$ cat config.mk
export PLATFORM = sky130hd
export DESIGN_NAME = fetch_unit
export DESIGN_NICKNAME = d
export VERILOG_FILES = /design/src/rtl/fetch_unit.sv
export SDC_FILE = /design/constraint.sdc
export NUM_CORES = 1
export LEC_CHECK = 0
export BUFFER_PORTS_ARGS = -buffer_cell sky130_fd_sc_hd__buf_2
export CAP_MARGIN = 10
export CORE_UTILIZATION = 25
export CTS_CLUSTER_SIZE = 20
export DETAILED_ROUTE_END_ITERATION = 12
export SYNTH_ARGS = -nofsm -noshare
export SYNTH_HDL_FRONTEND = slang
export SYNTH_SLANG_ARGS = --single-unit
export TNS_END_PERCENT = 5
$ cat constraint.sdc
create_clock -name clk -period 2.5 [get_ports clk]
set_input_delay 0.5 -clock clk [delete_from_list [all_inputs] [get_ports clk]]
set_output_delay 0.5 -clock clk [all_outputs]
set_load 0.05 [all_outputs]
$ cat src/rtl/fetch_unit.sv
// rtl/fetch_unit.sv - instruction fetch controller with 2-entry prefetch buffer
module fetch_unit #(
  parameter logic [31:0] RESET_PC  = 32'h0000_0000,
  parameter logic [31:0] STOP_WORD = 32'h7FFF_FFFF
) (
  input  logic        clk,
  input  logic        rst_n,
  input  logic        start,
  output logic [31:0] rom_addr,
  output logic        rom_en,
  input  logic [31:0] rom_data,
  input  logic        redirect_valid,
  input  logic [31:0] redirect_pc,
  output logic        instr_valid,
  input  logic        instr_ready,
  output logic [31:0] instr,
  output logic [31:0] instr_pc,
  output logic        halted
);

  typedef enum logic [1:0] {S_IDLE, S_FETCH, S_HALT} state_t;

  state_t      state_q, state_d;
  logic [31:0] fetch_pc_q, fetch_pc_d;
  logic [1:0]  count_q, count_d;
  logic [31:0] pc0_q, pc0_d, w0_q, w0_d;
  logic [31:0] pc1_q, pc1_d, w1_q, w1_d;
  logic        pop, flush, fetch, is_stop, push;
  logic [1:0]  fill;

  assign instr_valid = (count_q != 2'd0);
  assign instr       = w0_q;
  assign instr_pc    = pc0_q;
  assign rom_addr    = fetch_pc_q;
  assign halted      = (state_q == S_HALT) && (count_q == 2'd0);

  assign pop     = instr_valid && instr_ready;
  assign flush   = redirect_valid && (state_q != S_IDLE);
  assign fetch   = (state_q == S_FETCH) && !redirect_valid && ((count_q != 2'd2) || pop);
  assign is_stop = fetch && (rom_data == STOP_WORD);
  assign push    = fetch && !is_stop;
  assign rom_en  = fetch;
  // Slot the new word lands in once this cycle's pop has been accounted for.
  assign fill    = count_q - {1'b0, pop};

  always_comb begin
    state_d    = state_q;
    fetch_pc_d = fetch_pc_q;
    count_d    = count_q;
    pc0_d      = pc0_q;
    w0_d       = w0_q;
    pc1_d      = pc1_q;
    w1_d       = w1_q;

    if (redirect_valid) begin
      fetch_pc_d = {redirect_pc[31:2], 2'b00};
    end else if (push) begin
      fetch_pc_d = fetch_pc_q + 32'd4;
    end

    case (state_q)
      S_IDLE:  if (start) state_d = S_FETCH;
      S_FETCH: if (flush) state_d = S_FETCH; else if (is_stop) state_d = S_HALT;
      S_HALT:  if (flush) state_d = S_FETCH;
      default: state_d = S_IDLE;
    endcase

    // Flush only clears the count so the head keeps showing its last value.
    if (flush) begin
      count_d = 2'd0;
    end else begin
      if (pop && (count_q == 2'd2)) begin
        pc0_d = pc1_q;
        w0_d  = w1_q;
      end
      if (push) begin
        if (fill == 2'd0) begin
          pc0_d = fetch_pc_q;
          w0_d  = rom_data;
        end else begin
          pc1_d = fetch_pc_q;
          w1_d  = rom_data;
        end
      end
      count_d = count_q + {1'b0, push} - {1'b0, pop};
    end
  end

  always_ff @(posedge clk or negedge rst_n) begin
    if (!rst_n) begin
      state_q    <= S_IDLE;
      fetch_pc_q <= RESET_PC;
      count_q    <= 2'd0;
      pc0_q      <= 32'd0;
      w0_q       <= 32'd0;
      pc1_q      <= 32'd0;
      w1_q       <= 32'd0;
    end else begin
      state_q    <= state_d;
      fetch_pc_q <= fetch_pc_d;
      count_q    <= count_d;
      pc0_q      <= pc0_d;
      w0_q       <= w0_d;
      pc1_q      <= pc1_d;
      w1_q       <= w1_d;
    end
  end

endmodule
==> results.md <==
- Worst Hold Class: primary input to asynchronous set/reset pin
- DRC violations left: 0
- CTS tree: done
- Gate count of the mapped netlist: 624
- Die Height: 176 um
- Startpoint Class: flop
- Synth area leader: dfrtp_1
- Busiest grt layer: met2
- Antenna violations before repair: 1
- TritonRoute pass-1 iters: 4
- Largest net degree at the start of global routing: 50
- Max_cap viols: 0
- Via count: between 5000 and 6000
- Cell area after synthesis: roughly 7600 um2
- DP HPWL: roughly 15000 um
- Cells on worst reg2reg path: 6
- Finish-stage setup viols: 0
- Syn Area/Cell: about 12 um2
- Worst hold slack: ~0.0059 ns
- Initial Util: 25.4%
- Vias in the first global route: about 5700
- Dpl ws: -0.142 ns
- Final #Nets: roughly 890
- Flop-to-flop setup slack: a little over 0.3 ns
- Fmax: between 400 and 500 MHz
- Final core area utilization: 32.8%
- Max H-tree Level: 4
- DRT iter0 DRCs: 392
- Sink Count: 160
- # Post-CTS Setup Buffers: 0
- Rel. slew slack: between 40% and 50%
- Diode count: 0
- Seq cells post-synth: 160
- Global-route wire length before repair: around 34000 um
- Post-route setup slack: 0.133 ns
- Pwr dens: about 1200 nW/um2
- Leakage: approximately 4.1 nW
- Worst Tran Pin Value: approximately 0.86 ns
- Area grow syn2layout: 29.1%
- Overall power: ~0.012 W
- Async SR Flop Fraction: 100%
- RSZ-0062 raised after global routing: no
- Most frequent cells after synthesis: dfrtp_1 (160), mux2_1 (60), nand2b_1 (43), and2_1 (27), o221a_2 (26)
- Met3 Track Usage GR: under 10%
- Final period util: a little over nine tenths
- Data arrival, critical path: between 1.5 and 2 ns
- GR Util met1: 20.4%
- Clock Pin Slew Worst Setup and Hold Paths: about 0.07 ns
- Netlist cell types: 60
- Final Hold Viols: 0
- Crit-path max FO: 12
- Final min period: approximately 2.4 ns
- Met2 Usage GRT: 21.8%
- Most numerous cell in the Yosys netlist: dfrtp_1
- Grt total ovfl: 0
- Die width: approximately 180 um
- Setup Skew: 0.0161 ns
- Global Route Usage Sum: around 14%
- Gpl congestion: approximately 0.82
- Die area: between 30000 and 40000 um2
- Max rail drop VDD: roughly 0.67 mV
- # rows: 63
- Final Max Slew Viols: 0
- Port bufs: around 160
- Worst r2r dst: rom_addr[14]$_DFFE_PN0P_
- EDFF count, synth: 0
- CTS max path bufs: 2
- Status: finished clean
- PostCTS Resize Cnt: 0
- R2R Path Start: rom_addr[2]$_DFFE_PN0P_
- Avg WL per Cell: 17.9 um
- CTS Hold Bufs: 0
- Antenna viol nets, final: 0
- Final TNS setup: 0 ns
- Clock Latency Late Sink: ~0.45 ns
- Number of I/O pins: 168
- CP endpoint kind: primary output
- Register area share after synthesis: a little over half
- Syn. warnings: 0
- Critical path required time: 2.00 ns
- Critical path class: flop to primary output
- Area contributors post-synth: dfrtp_1 (53%), mux2_1 (8.9%), o221a_2 (3.9%), nand2b_1 (3.6%), a221o_1 (2.8%)
- Share of cells above drive strength 1: between 30% and 40%
- Routed WL: around 22000 um
- CTS buffer count: 17
- Post-synth top area share: 53.0%
- CORE AREA: around 30000 um2
- Vias per cell: slightly below 5
- Ys flop type: dfrtp_1
- Clock Root Buffer: clkbuf_16
==> worst max-delay path by stage <==
| stage | startpoint | endpoint |
|---|---|---|
| final | count_q[0]$_DFF_PN0_ | rom_en |
| after floorplan | rom_data[3] | count_q[1]$_DFF_PN0_ |
| after global placement | rom_data[3] | instr[6]$_DFFE_PN0N_ |
| after CTS | state_q[1]$_DFFE_PN0P_ | rom_en |
| after detailed placement | rom_data[13] | instr[19]$_DFFE_PN0N_ |
| after global routing | count_q[0]$_DFF_PN0_ | rom_en |
==> critical path, stage by stage, from the launching register on <==
cell and delay [ns]:
dfrtp_1 0.44, or3b_1 0.43, nand2_2 0.19, inv_4 0.13
buf_2 0.23
==> stage by stage <==
stage,instance area [um2],cells
after floorplan,7580,625
after global placement,9160,1187
after detailed placement,9160,1187
after CTS,9750,1219
after global routing,9750,1219
final,9750,1219
==> metal layers <==
metal / routed length (um) / vias to the layer above
met1: 10400 / 2983
li1: - / 2773
met3: 1030 / 19
met2: 10000 / 157
met5: 0 / -
met4: 267 / 0
==> where the power goes <==
part	switching (W)	total (W)	internal, W
logic	0.00330	0.00494	0.00163
registers	0.000584	0.00424	0.00366
clock network	0.00123	0.00266	0.00143
total	0.00511	0.0118	0.00672
==> sequential cells by signal (all words and copies together) (netlist names) <==
signal	count
state_q	2
count_q	2
instr	32
rom_addr	30
instr_pc	32
pc1_q	30
w1_q	32
==> cell families after synthesis <==
family	count (synthesis)	synth area share, %
simple gates	198	16.0
flops	160	53.0
compound gates	135	16.3
mux	65	9.64
buf+inv	60	4.24
fa+ha+maj	3	0.497
xor+xnor	2	0.232
other cells	1	0.0496
==> placed cells by master (no fill, tap or decap), types with 18 or more instances in the layout <==
cell type	n
and2_1	27
buf_4	45
o221a_2	26
a221o_1	21
mux2_1	60
nand4_1	19
dfrtp_1	160
nand2b_1	43
buf_2	162
nand2_1	22
a31oi_1	18
nor2_1	24
==> layout make-up <==
type | count | area [um2]
well taps | 390 | 488
clock inverters | 14 | 148
fillers | 3014 | 20000
repair buffers | 217 | 1340
inverters | 15 | 58.8
multi-input cells | 405 | 3270
flip-flops and latches | 160 | 4000
clock buffers | 18 | 439
Note: power is estimated with default switching activity, not from simulation.
